[config.mk]
export PLATFORM = sky130hd
export DESIGN_NAME = acc_operand_seq
export DESIGN_NICKNAME = d
export VERILOG_FILES = /design/src/rtl/acc_seq_pkg.sv /design/src/rtl/acc_operand_seq.sv
export SDC_FILE = /design/constraint.sdc
export NUM_CORES = 1
export LEC_CHECK = 0
export BUFFER_PORTS_ARGS = -buffer_cell sky130_fd_sc_hd__buf_2
export CAP_MARGIN = 20
export CORE_UTILIZATION = 45
export CTS_CLUSTER_DIAMETER = 100
export DETAILED_ROUTE_END_ITERATION = 6
export PLACE_DENSITY = 0.8
export SYNTH_ARGS = -nofsm -noshare
export SYNTH_HDL_FRONTEND = slang
export SYNTH_SLANG_ARGS = --single-unit
export TNS_END_PERCENT = 1
[constraint.sdc]
create_clock -name clk -period 2.5 [get_ports clk]
set_clock_uncertainty 0.1 [all_clocks]
set_input_delay 0.5 -clock clk [delete_from_list [all_inputs] [get_ports clk]]
set_output_delay 0.5 -clock clk [all_outputs]
set_load 0.02 [all_outputs]
[src/rtl/acc_seq_pkg.sv]
// Shared widths and FSM state encoding for the accumulator operand sequencer.
package acc_seq_pkg;

    localparam int A_W   = 20;
    localparam int B_W   = 18;
    localparam int P_W   = 38;
    localparam int CNT_W = 8;

    typedef enum logic [1:0] {
        CLEAR,
        RUN,
        DRAIN,
        HOLD
    } state_t;

endpackage

[src/rtl/acc_operand_seq.sv]
// Operand sequencer for a multiply-accumulate slice: feeds A/B terms, drains the pipeline and holds the frame result.
// Optional build macro ACC_SEQ_CNT_EN adds a saturating per-frame beat counter (m_count / m_ovf).
module acc_operand_seq
    import acc_seq_pkg::*;
#(
    parameter int ACC_LAT = 1
) (
    input  logic                  clk,
    input  logic                  reset,
    input  logic                  s_valid,
    output logic                  s_ready,
    input  logic signed [A_W-1:0] s_a,
    input  logic signed [B_W-1:0] s_b,
    input  logic                  s_sub,
    input  logic                  s_last,
    output logic signed [A_W-1:0] a_o,
    output logic signed [B_W-1:0] b_o,
    output logic                  subtract_o,
    output logic                  load_acc_o,
    output logic                  acc_clr_o,
    input  logic signed [P_W-1:0] p_i,
    output logic                  m_valid,
    input  logic                  m_ready,
`ifdef ACC_SEQ_CNT_EN
    output logic [CNT_W-1:0]      m_count,
    output logic                  m_ovf,
`endif
    output logic signed [P_W-1:0] m_p
);

    // DRAIN counts 0..ACC_LAT; the last value marks the edge where p_i holds the final sum.
    localparam logic [2:0] DRAIN_LAST = 3'(ACC_LAT);

    state_t                r_state;
    logic [2:0]            r_drain;
    logic signed [A_W-1:0] r_a;
    logic signed [B_W-1:0] r_b;
    logic                  r_sub;
    logic                  r_load;
    logic signed [P_W-1:0] r_mp;

    logic w_accept;
    logic w_capture;

    assign w_accept  = (r_state == RUN) && s_valid;
    assign w_capture = (r_state == DRAIN) && (r_drain == DRAIN_LAST);

    // NOTE: all state below uses non-blocking assignments so every register samples pre-edge values.
    always_ff @(posedge clk or negedge reset) begin
        if (!reset) begin
            r_state <= CLEAR;
            r_drain <= '0;
            r_a     <= '0;
            r_b     <= '0;
            r_sub   <= 1'b0;
            r_load  <= 1'b0;
            r_mp    <= '0;
        end else begin
            r_load <= 1'b0;
            case (r_state)
                CLEAR: r_state <= RUN;
                RUN: begin
                    if (w_accept) begin
                        r_a    <= s_a;
                        r_b    <= s_b;
                        r_sub  <= s_sub;
                        r_load <= 1'b1;
                        if (s_last) begin
                            r_state <= DRAIN;
                            r_drain <= '0;
                        end
                    end
                end
                DRAIN: begin
                    if (w_capture) begin
                        r_mp    <= p_i;
                        r_state <= HOLD;
                    end else begin
                        r_drain <= r_drain + 3'd1;
                    end
                end
                HOLD: begin
                    if (m_ready) r_state <= CLEAR;
                end
                default: r_state <= CLEAR;
            endcase
        end
    end

`ifdef ACC_SEQ_CNT_EN
    logic [CNT_W-1:0] r_cnt;
    logic             r_cnt_ovf;
    logic [CNT_W-1:0] r_m_count;
    logic             r_m_ovf;

    // The counter sticks at 255 and the overflow flag records any beat beyond that.
    always_ff @(posedge clk or negedge reset) begin
        if (!reset) begin
            r_cnt     <= '0;
            r_cnt_ovf <= 1'b0;
            r_m_count <= '0;
            r_m_ovf   <= 1'b0;
        end else begin
            if (r_state == CLEAR) begin
                r_cnt     <= '0;
                r_cnt_ovf <= 1'b0;
            end else if (w_accept) begin
                if (r_cnt == '1) r_cnt_ovf <= 1'b1;
                else             r_cnt     <= r_cnt + CNT_W'(1);
            end
            if (w_capture) begin
                r_m_count <= r_cnt;
                r_m_ovf   <= r_cnt_ovf;
            end
        end
    end

    assign m_count = r_m_count;
    assign m_ovf   = r_m_ovf;
`endif

    assign s_ready    = (r_state == RUN);
    assign acc_clr_o  = (r_state == CLEAR);
    assign m_valid    = (r_state == HOLD);
    assign a_o        = r_a;
    assign b_o        = r_b;
    assign subtract_o = r_sub;
    assign load_acc_o = r_load;
    assign m_p        = r_mp;

endmodule

# After elaboration in Yosys (flattened, before gate mapping)
# Cells that the tools add are included.
# word_totals
reg_bits	83
# op_classes
add_sub_neg	1
eq_ne	9
mux	11
reduce_logical	8
# ops
op	count
$mux W3	3
$mux W2	4
$pmux W2 S4	1
$reduce_and A4 Y1	2
$ne A2 B1 Y1 const B	3
$pmux W3 S2	1
$eq A2 B2 Y1 const B	2
$ne A2 B2 Y1 const B	2
$reduce_and A2 Y1	2
$add A3 B1 Y3 const B	1
$eq A3 B1 Y1 const B	1
$eq A2 B1 Y1 const B	1
$logic_and A1 B1 Y1	2
$logic_not A2 Y1	1
$mux W1	2
$reduce_bool A2 Y1	1

# Longest topological paths before layout
# Gate-level depths: netlist of run 1.
# logic_depth
depth_word	4
ltp_mapped	6

# Worst setup path before layout of run 1
# Ideal clock, no wire load.
# synth_path
kind	flip-flop to flip-flop
start	register r_state[1]
end	register r_state[1]
setup_ns	0.125
arrival_ns	1.641
required_ns	2.275
setup_slack_ns	0.634
path_stages_with_launch	6
period_less_slack_ns	1.866
path_cell_list	dfrtp_1 inv_1 ha_1 nor2b_1 a2111oi_2 mux2_2
# synth_between
elab_chain_len	4
word_cells_on_any_way	12
cone_classes	eq/ne: 7; mux: 1; reduce/logical: 4
# synth_lines
element	line	rtl
start, declared	acc_operand_seq.sv:34	state_t r_state;
start signal, assigned	acc_operand_seq.sv:51	r_state <= CLEAR;
start signal, assigned	acc_operand_seq.sv:61	CLEAR: r_state <= RUN;
start signal, assigned	acc_operand_seq.sv:69	r_state <= DRAIN;
$eq A2 B1 Y1 *	--	
named net s_ready	acc_operand_seq.sv:11	output logic s_ready,
$logic_and A1 B1 Y1	acc_operand_seq.sv:45	assign w_accept = (r_state == RUN) && s_valid;
$ne A2 B1 Y1 (no source line)	--	
$reduce_and A4 Y1 (no source line)	--	
# Mark *: on every way through the listed nets, which the timed path passes. The rest lies on a longest branch.
# A chain may end at the register's enable or synchronous reset.

# Worst setup path after layout of run 1
# layout_path
start	register r_state[0]
end	register r_mp[37], in the netlist m_p[37]
# layout_between
elab_chain_len	3
# layout_lines
element	line	rtl
$eq A2 B2 Y1 *	acc_operand_seq.sv:46, acc_operand_seq.sv:60	
$logic_and A1 B1 Y1	acc_operand_seq.sv:46	assign w_capture = (r_state == DRAIN) && (r_drain == DRAIN_LAST);
$reduce_and A2 Y1 (no source line) *	--	
end signal, assigned	acc_operand_seq.sv:76	r_mp <= p_i;
end, declared	acc_operand_seq.sv:40	logic signed [P_W-1:0] r_mp;
# Every way passes the cells marked *; elsewhere a longest branch is shown, timed or not.

==> results of run 1 <==
## cells by family (layout without fill, tap and decap cells)
logic type      after synthesis  count (layout)  share of synthesized area, %
compound gates                3               3                        0.9629
mux                          81              81                         29.15
buf+inv                      12             185                         2.889
simple gates                 14              14                         2.926
fa+ha+maj                     7               7                         2.592
flops                        83              83                         61.48
## area by class of cell
cell class / instances / area (sq um)
Fill cell: 582 / 2781
Clock inverter: 6 / 57.56
Sequential cell: 83 / 2077
Clock buffer: 9 / 123.9
Tap cell: 99 / 123.9
Multi-Input combinational cell: 105 / 1206
Inverter: 4 / 15.01
Timing Repair Buffer: 166 / 868.3
## state kept, by name, indices dropped and copies added (netlist names)
name / cells
a_o: 20
b_o: 18
r_state: 2
load_acc_o: 1
r_drain: 3
m_p: 38
subtract_o: 1
## report_power, final
group	leakage, nW	switching, mW	internal (mW)
clock	0.0946	0.447	0.449
combinational	1.20	1.56	1.35
sequential	0.998	0.321	2.01
total	2.29	2.33	3.81
## final timing paths
kind                       startpoint  endpoint  slack (ps)
max                        r_state[0]   m_p[37]         480
min                             reset   m_p[17]          20
max reg2reg                r_state[0]   m_p[37]         480
min reg2reg                    a_o[7]    a_o[7]         400
max in group asynchronous       reset   m_p[29]        1660
min in group clk               s_a[4]    a_o[4]         290
## synthesized netlist by cell type
| cell type | instances | area, sq um |
|---|---|---|
| sky130_fd_sc_hd__ha_1 | 7 | 87.58 |
| sky130_fd_sc_hd__mux2_2 | 58 | 653.1 |
| sky130_fd_sc_hd__nor3_1 | 1 | 5.000 |
| sky130_fd_sc_hd__and3b_4 | 1 | 12.51 |
| sky130_fd_sc_hd__buf_12 | 2 | 40.04 |
| sky130_fd_sc_hd__mux2i_1 | 2 | 20.02 |
| sky130_fd_sc_hd__a2111oi_2 | 1 | 15.01 |
| sky130_fd_sc_hd__o31ai_1 | 1 | 7.510 |
| sky130_fd_sc_hd__inv_1 | 4 | 15.01 |
| sky130_fd_sc_hd__mux2_4 | 20 | 300.3 |
| sky130_fd_sc_hd__nand2_1 | 1 | 3.750 |
| sky130_fd_sc_hd__mux2_1 | 1 | 11.26 |
| sky130_fd_sc_hd__buf_4 | 1 | 7.510 |
| sky130_fd_sc_hd__buf_8 | 1 | 15.01 |
| sky130_fd_sc_hd__nand4bb_1 | 1 | 11.26 |
| sky130_fd_sc_hd__dfrtp_1 | 83 | 2077 |
| sky130_fd_sc_hd__or3_1 | 1 | 6.260 |
| sky130_fd_sc_hd__nand2b_1 | 3 | 18.77 |
| sky130_fd_sc_hd__o32a_1 | 1 | 10.01 |
| sky130_fd_sc_hd__nor3_2 | 1 | 10.01 |
| sky130_fd_sc_hd__buf_2 | 4 | 20.02 |
| sky130_fd_sc_hd__nor2b_1 | 5 | 31.28 |
## worst register-to-register path, stage by stage, from the launching register on
cell and delay, ps:
sky130_fd_sc_hd__dfrtp_1 440, sky130_fd_sc_hd__inv_1 100, sky130_fd_sc_hd__ha_1 310, sky130_fd_sc_hd__and3b_4 260, sky130_fd_sc_hd__buf_4 310, sky130_fd_sc_hd__mux2_2 380
## routing by layer
| metal | part of all wire (%) | up-vias | GRT usage (%) | routed length (microns) |
|---|---|---|---|---|
| met4 | 1.3 | 0 | 6.745 | 85 |
| met1 | 43 | 1046 | 19.25 | 2757 |
| met5 | 0 | - | 0 | 0 |
| li1 | - | 1035 | - | - |
| met2 | 49 | 88 | 27.97 | 3126 |
| met3 | 5.8 | 10 | 3.731 | 369 |
## per-stage QoR
stage | hold slack [ps] | setup slack (ps)
global route | 46.47 | 355.8
floorplan | 104.4 | 634.2
CTS | 39.52 | 458.7
detailed placement | 387.0 | 474.9
global placement | 381.5 | 562.3
finish | 22.43 | 477.8
==> results.yml, run 1 <==
timing:
  fin_crit_ps: 2022
  fmaxAchievable_ghz: 0.4945
  rsz0062_at_grt: "no"
  final-hold-violation-count: 0
  report.final.slew_viol_count: 0
  setup_violations: 0
  fin_setup_tns_ps: 0
  finalCritPeriodShare_pct: 80.89
  slew_headroom_pct: 66.14
  tightest_slew_ps: 507.9
yosys:
  postSynthCellCount: 200
  post_synth.cell_area_avg_sq_um: 16.89
  synth.lib_cells_used.distinct: 22
  synth_fp_nets: 289
  ys_seq_elements: 83
  synth.yosys.warnings: 0
  synth.cell_area_sq_um: 3378
  synth.yosys.seq_area_share_pct: 61.48
power:
  p_total_mw: 6.141
  worst_vdd_rail_ir_drop_v: 0.0005308
  power.leakage_nw: 2.293
  power-per-cell-area_nw_per_um2: 1373
critical_path:
  cp_slowest_cell: "sky130_fd_sc_hd__dfrtp_1"
  critPathCaptureType: "flop"
  critPathBufInv: 2
  critical_path.max_fanout: 23
  timing.critical_path.from_type: "flop"
  crit_chain: "inv_1 > ha_1 > and3b_4 > buf_4 > mux2_2"
  reg2regPathDepth: 5
  critPathKind: "reg -> reg"
  crit_path_leading_delay_family: "flip-flops"
  worst_ep_arrival_time_ps: 2130
  critPathMaxStageDelay_ps: 440
  worstSetupPathDepth: 5
  cp.required_ps: 2610
clock_network:
  root_buffer: "sky130_fd_sc_hd__clkbuf_8"
  cts.sinks: 83
  clk_pin_slew_ps: 90
  cts.path.max_buffers: 2
  cts_hold_buffers: 0
  tritoncts.num_buffers: 9
  cts_post_setup_buffers_inserted: 0
  tritoncts_clock_tree: "done"
  cts_resizes: 0
  cts_htree_levels: 3
  clk-insertion-delay-late_ps: 330
die:
  number_of_standard_cell_rows_in_the_floorplan: 31
  chipHeight_microns: 88.65
  fp.coreArea_sq_um: 7253
  floorplan.initialDensity_pct: 46.58
  fp.dieArea_sq_um: 7858
  chipWidth_microns: 88.65
  design.portCount: 163
finish:
  antennaDiodeCount: 0
  final_layout_size_suffix_gt1_share_pct: 70.51
  non_filler_cell_area_final_sq_um: 4472
  fin_cells: 472
  layout.cells.most_common: "sky130_fd_sc_hd__buf_2"
  final_nets: 458
  area_growth_from_synthesis_to_layout_pct: 32.37
  commonest_cells_after_routing_fill_and_taps_aside: "161 x sky130_fd_sc_hd__buf_2, 83 x sky130_fd_sc_hd__dfrtp_1, 58 x sky130_fd_sc_hd__mux2_2"
  post-route-util_pct: 61.65
route:
  drt_first_iter_violations: 24
  post-route-drc-count: 0
  post_drt_via_cell_ratio: 4.617
  dr_total_vias: 2179
  average_wire_per_cell_in_the_routed_design_microns: 13.43
  drt_pass1_iterations: 4
  antenna_left: 0
  detail_route.wirelength_microns: 6338
place:
  dpl.hpwl_microns: 4730
  placed_cells_incl_taps: 457
  count_of_port_buffers_added_during_placement: 162
  detailed_place.area_sq_um: 4290
  gpl.final_weighted_congestion: 0.7193
min_path:
  timing.hold.worst.class: "in -> async"
run_status:
  run_status: "completed"
grt:
  grt_antenna_before_repair: 0
  pin_count_of_the_biggest_net_entering_global_routing: 46
  globalRouteTotalUtil_pct: 16.12
  number_of_global_route_vias_before_repair: 2168
  globalRoute.totalOverflow: 0
  global_route_wire_length_before_repair_microns: 9680
run:
  drv.max_cap_violation_count: 0
(Power assumes the default switching activity.)
==> inputs of run 2 (changes only) <==
Clock period 2.5 ns to 1.9 ns, I/O delays scaled along.
==> results.yml, run 2 (synthesized netlist as in run 1, its figures left out) <==
power:
  power-per-cell-area_nw_per_um2: 1822
  power.leakage_nw: 2.320
  worst_vdd_rail_ir_drop_v: 0.0007976
clock_network:
  tritoncts_clock_tree: "done"
  root_buffer: "sky130_fd_sc_hd__clkbuf_8"
  clk-insertion-delay-late_ps: 330
  cts_htree_levels: 3
  cts.path.max_buffers: 2
  clk_pin_slew_ps: 90
  cts_post_setup_buffers_inserted: 0
  cts.sinks: 83
  tritoncts.num_buffers: 9
finish:
  fillcell_total: 577
  layout.cells.most_common: "sky130_fd_sc_hd__buf_2"
  commonest_cells_after_routing_fill_and_taps_aside: "161 x sky130_fd_sc_hd__buf_2, 83 x sky130_fd_sc_hd__dfrtp_1, 58 x sky130_fd_sc_hd__mux2_2"
  post-route-util_pct: 62.91
  final_layout_size_suffix_gt1_share_pct: 71.35
  final_nets: 461
  non_filler_cell_area_final_sq_um: 4563
  flip_flop_count_of_the_largest_register_all_copies_and_words_added: 38
  antennaDiodeCount: 0
  fin_cells: 476
  area_growth_from_synthesis_to_layout_pct: 35.07
critical_path:
  critPathKind: "reg -> reg"
  worstReg2RegEnd: "r_state[1]"
  cp.required_ps: 2020
  critical_path.max_fanout: 5
  ff2ff_setup_slack_ps: 30
  timing.critical_path.from_type: "flop"
  worstReg2RegStart: "r_state[0]"
  critPathCaptureType: "flop"
  reg2regPathDepth: 4
  worst_ep_arrival_time_ps: 1990
timing:
  fmaxAchievable_ghz: 0.5353
  slew_headroom_pct: 64.57
  tightest_slew_ps: 530.3
  report.final.slew_viol_count: 0
  fin_crit_ps: 1868
  finalCritPeriodShare_pct: 98.32
  rsz0062_at_grt: "yes"
  fin_hold_ws_ps: 162.1
  final-hold-violation-count: 0
  setup_violations: 0
min_path:
  worst_hold_startpoint: "s_a[5]"
  timing.hold.worst.class: "in -> reg"
  timing.hold.worst_path_depth: 2
  whs_endpoint: "a_o[5]"
place:
  count_of_port_buffers_added_during_placement: 162
  placed_cells_incl_taps: 459
  gpl.final_weighted_congestion: 0.7463
  detailed_place.area_sq_um: 4330
  dpl.hpwl_microns: 4760
grt:
  global_route_wire_length_before_repair_microns: 10030
  globalRoute.totalOverflow: 0
  globalRouteTotalUtil_pct: 16.78
  pin_count_of_the_biggest_net_entering_global_routing: 84
  number_of_global_route_vias_before_repair: 2282
  grt_antenna_before_repair: 0
run_status:
  run_status: "completed"
route:
  drt_first_iter_violations: 39
  dr_total_vias: 2255
  post-route-drc-count: 0
  average_wire_per_cell_in_the_routed_design_microns: 13.89
  drt_pass1_iterations: 4
  antenna_left: 0
  detail_route.wirelength_microns: 6610
  post_drt_via_cell_ratio: 4.737
die:
  fp.coreArea_sq_um: 7253
  design.portCount: 163
  floorplan.initialDensity_pct: 46.58
  chipHeight_microns: 88.65
  number_of_standard_cell_rows_in_the_floorplan: 31
  fp.dieArea_sq_um: 7858
  chipWidth_microns: 88.65
run:
  drv.max_cap_violation_count: 0
run 2: cell types whose count changed in the layout (fill, tap and decap cells not counted), sizes merged:
cell | previous run | this run
buf | 166 | 168
clkbuf | 9 | 11
clkinv | 4 | 2
dlygate4sd3 | 0 | 1
inv | 4 | 5
run 2: per-stage QoR:
step | setup WS [ps] | power (mW) | TNS, ps
after floorplan | 34.18 | 5.760 | 0
after global placement | 105.0 | 6.913 | 0
after detailed placement | 15.63 | 7.051 | 0
after CTS | 8.718 | 8.391 | 0
after global routing | -56.38 | 8.829 | -56.38
final | 31.84 | 8.313 | 0
run 2: per-layer routing:
| layer | GRT usage, % | up-vias | wire length (microns) | share of wire, % |
|---|---|---|---|---|
| met1 | 18.78 | 1110 | 2650 | 40 |
| met5 | 0 | - | 0 | 0 |
| met3 | 3.545 | 13 | 418 | 6.3 |
| met2 | 30.63 | 88 | 3411 | 52 |
| li1 | - | 1044 | - | - |
| met4 | 7.478 | 0 | 130 | 2.0 |
run 2: timing repair:
| item | CTS | global route |
|---|---|---|
| hold buffers | 1 | 0 |
| endpoints found under the hold margin | 83 | 0 |
| gates resized for setup | 0 | 4 |
| setup endpoints to repair | 0 | 8 |
run 2: power breakdown:
part	switching, mW	internal [mW]	total [mW]
Sequential	0.423	2.65	3.07
Combinational	2.10	1.84	3.93
Clock	0.626	0.684	1.31
run 2: final cells by class:
type	instances	area (sq um)	share of cell area [%]
clock buffer	11	151.4	3.318
inverter	4	15.01	0.3290
tap	99	123.9	2.715
sequential	83	2077	45.52
clock inverter	5	60.06	1.316
timing repair buffer	169	918.4	20.13
multi-input combinational	105	1217	26.68
run 2: how the worst max path moves through the flow:
stage,from,end,slack [ps]
6_report,r_state[0],r_state[1],30
5_1_grt,r_state[1],r_state[1],-60
4_1_cts,r_state[0],r_drain[0],9
3_5_place_dp,r_state[0],r_drain[0],20
3_3_place_gp,r_state[1],r_state[1],110
2_1_floorplan,r_state[1],r_state[1],30
run 2: critical path, cell delays in order, from the launching register on:
cell	delay (ps)
sky130_fd_sc_hd__dfrtp_1	440
sky130_fd_sc_hd__ha_2	230
sky130_fd_sc_hd__nor2b_1	160
sky130_fd_sc_hd__a2111oi_2	450
sky130_fd_sc_hd__mux2_2	380
==> inputs of run 3 (changes only) <==
Settings changed: ABC_AREA set to 1.
==> results.yml, run 3 <==
critical_path:
  crit_path_leading_delay_family: "flip-flops"
  cp_slowest_cell: "sky130_fd_sc_hd__dfrtp_1"
  crit_chain: "inv_1 > ha_1 > buf_2"
  cp.required_ps: 1420
  critPathCaptureType: "primary output"
  critical_path.max_fanout: 4
  critPathKind: "reg -> out"
  worstSetupPathDepth: 3
  reg2regPathDepth: 5
  critPathMaxStageDelay_ps: 410
  critPathBufInv: 2
  timing.critical_path.from_type: "flop"
  worst_ep_arrival_time_ps: 1240
die:
  design.portCount: 163
  chipHeight_microns: 88.90
  chipWidth_microns: 88.90
  number_of_standard_cell_rows_in_the_floorplan: 31
  fp.dieArea_sq_um: 7903
  fp.coreArea_sq_um: 7292
  floorplan.initialDensity_pct: 46.60
yosys:
  synth.yosys.warnings: 0
  synthMostInstantiatedCell: "sky130_fd_sc_hd__nand2_1"
  synth.yosys.seq_area_share_pct: 61.12
  ys_seq_elements: 83
  post_synth.cell_area_avg_sq_um: 8.943
  postSynthCellCount: 380
  synth.lib_cells_used.distinct: 20
  synth_fp_nets: 469
  postSynth.asyncResetShare_pct: 100.0
  synth.largest_area_cell: "sky130_fd_sc_hd__dfrtp_1"
  synth.top_cell.area_share_pct: 61.12
  netlist_top_cells_count: "168 x sky130_fd_sc_hd__nand2_1, 83 x sky130_fd_sc_hd__dfrtp_1, 48 x sky130_fd_sc_hd__inv_1, 33 x sky130_fd_sc_hd__o21ai_1, 8 x sky130_fd_sc_hd__o21ai_0"
  synth_enable_flop_cells: 0
  synth.cell_area_sq_um: 3398
  yosys_most_used_dff: "sky130_fd_sc_hd__dfrtp_1"
  synth_area_leaders: "sky130_fd_sc_hd__dfrtp_1 61%, sky130_fd_sc_hd__nand2_1 19%, sky130_fd_sc_hd__inv_1 5.3%"
clock_network:
  clk-insertion-delay-late_ps: 330
  cts_post_setup_buffers_inserted: 0
  cts_htree_levels: 3
  root_buffer: "sky130_fd_sc_hd__clkbuf_8"
  tritoncts.num_buffers: 9
  clk_pin_slew_ps: 90
  cts.path.max_buffers: 2
  cts.sinks: 83
  tritoncts_clock_tree: "done"
timing:
  slew_headroom_pct: 71.17
  final-hold-violation-count: 0
  fmaxAchievable_ghz: 0.5817
  report.final.slew_viol_count: 0
  fin_ws_ps: 180.9
  fin_crit_ps: 1719
  setup_violations: 0
  tightest_slew_ps: 432.5
  finalCritPeriodShare_pct: 90.48
  fin_setup_tns_ps: 0
  rsz0062_at_grt: "no"
finish:
  flip_flop_count_of_the_largest_register_all_copies_and_words_added: 38
  final_nets: 632
  layout.cells.most_common: "sky130_fd_sc_hd__nand2_1"
  fin_cells: 646
  area_growth_from_synthesis_to_layout_pct: 34.76
  final_layout_size_suffix_gt1_share_pct: 34.37
  antennaDiodeCount: 0
  commonest_cells_after_routing_fill_and_taps_aside: "168 x sky130_fd_sc_hd__nand2_1, 161 x sky130_fd_sc_hd__buf_2, 83 x sky130_fd_sc_hd__dfrtp_1"
  non_filler_cell_area_final_sq_um: 4579
run:
  drv.max_cap_violation_count: 0
grt:
  number_of_global_route_vias_before_repair: 2687
  grt_antenna_before_repair: 0
  globalRouteTotalUtil_pct: 19.17
  global_route_wire_length_before_repair_microns: 11540
  globalRoute.totalOverflow: 0
  pin_count_of_the_biggest_net_entering_global_routing: 84
route:
  post_drt_via_cell_ratio: 4.480
  detail_route.wirelength_microns: 7705
  drt_pass1_iterations: 4
  post-route-drc-count: 0
  drt_first_iter_violations: 108
  dr_total_vias: 2894
  antenna_left: 0
  average_wire_per_cell_in_the_routed_design_microns: 11.93
place:
  count_of_port_buffers_added_during_placement: 162
  gpl.final_weighted_congestion: 0.7207
  detailed_place.area_sq_um: 4308
  placed_cells_incl_taps: 630
  detailedPlace.worstSlack_ps: 306.6
  dpl.hpwl_microns: 5540
power:
  power-per-cell-area_nw_per_um2: 1808
  power.leakage_nw: 2.771
  worst_vdd_rail_ir_drop_v: 0.0008861
min_path:
  timing.hold.worst.class: "in -> reg"
  timing.hold.worst_path_depth: 3
run_status:
  run_status: "completed"
## run 3: cell type report
type	instances	area [sq um]
timing repair buffer	168	898.4
inverter	49	183.9
clock buffer	9	123.9
multi-input combinational	232	1035
fill	639	2713
clock inverter	6	137.6
sequential	83	2077
tap	99	123.9
## run 3: power breakdown
group | internal [mW] | leakage (nW) | switching (mW)
logic | 1.24 | 1.62 | 2.37
clock network | 1.01 | 0.130 | 0.629
registers | 2.61 | 1.02 | 0.430
## run 3: path summary, 6_finish.rpt
path / from / end / slack, ps
setup / recovery: r_state[1] / s_ready / 180
hold / removal: s_b[12] / b_o[12] / 130
setup reg to reg: r_state[0] / m_p[36] / 300
hold reg to reg: a_o[0] / a_o[0] / 380
max in group asynchronous: reset / subtract_o / 840
min in group asynchronous: reset / m_p[4] / 520
## run 3: timing repair
item                      4_1_cts  5_1_grt
resized for setup               0        0
hold buffers                    1        0
hold endpoints to repair       83        0
## run 3: cell families (layout without fill, tap and decap cells)
logic type | after synthesis | in the layout | share of synthesized area [%]
flip-flops | 83 | 83 | 61.12
AO/OA/AOI/OAI | 44 | 44 | 6.627
buffers and inverters | 65 | 232 | 8.431
AND/OR/NAND/NOR | 180 | 180 | 20.99
XOR/XNOR | 1 | 1 | 0.2578
adder cells (fa/ha/maj) | 7 | 7 | 2.577
## run 3: through the flow
step,utilization (%),total power [mW],hold WS [ps]
finish,62.80,8.278,126.6
global route,62.80,8.870,115.8
CTS,62.80,8.377,108.4
detailed placement,59.08,6.711,349.7
global placement,59.08,6.543,345.6
floorplan,-,5.395,-15.59
## run 3: routing by layer
metal | GRT usage, % | share of wire, % | vias to the layer above
met1 | 21.45 | 42 | 1323
met2 | 34.90 | 52 | 88
met4 | 9.971 | 2.6 | 0
li1 | - | - | 1467
met5 | 0 | 0 | -
met3 | 3.416 | 3.9 | 16
## run 3: tightest hold or removal path, stage by stage
cell and delay, ps:
sky130_fd_sc_hd__buf_2 70, sky130_fd_sc_hd__nand2_1 40, sky130_fd_sc_hd__nand2_1 40
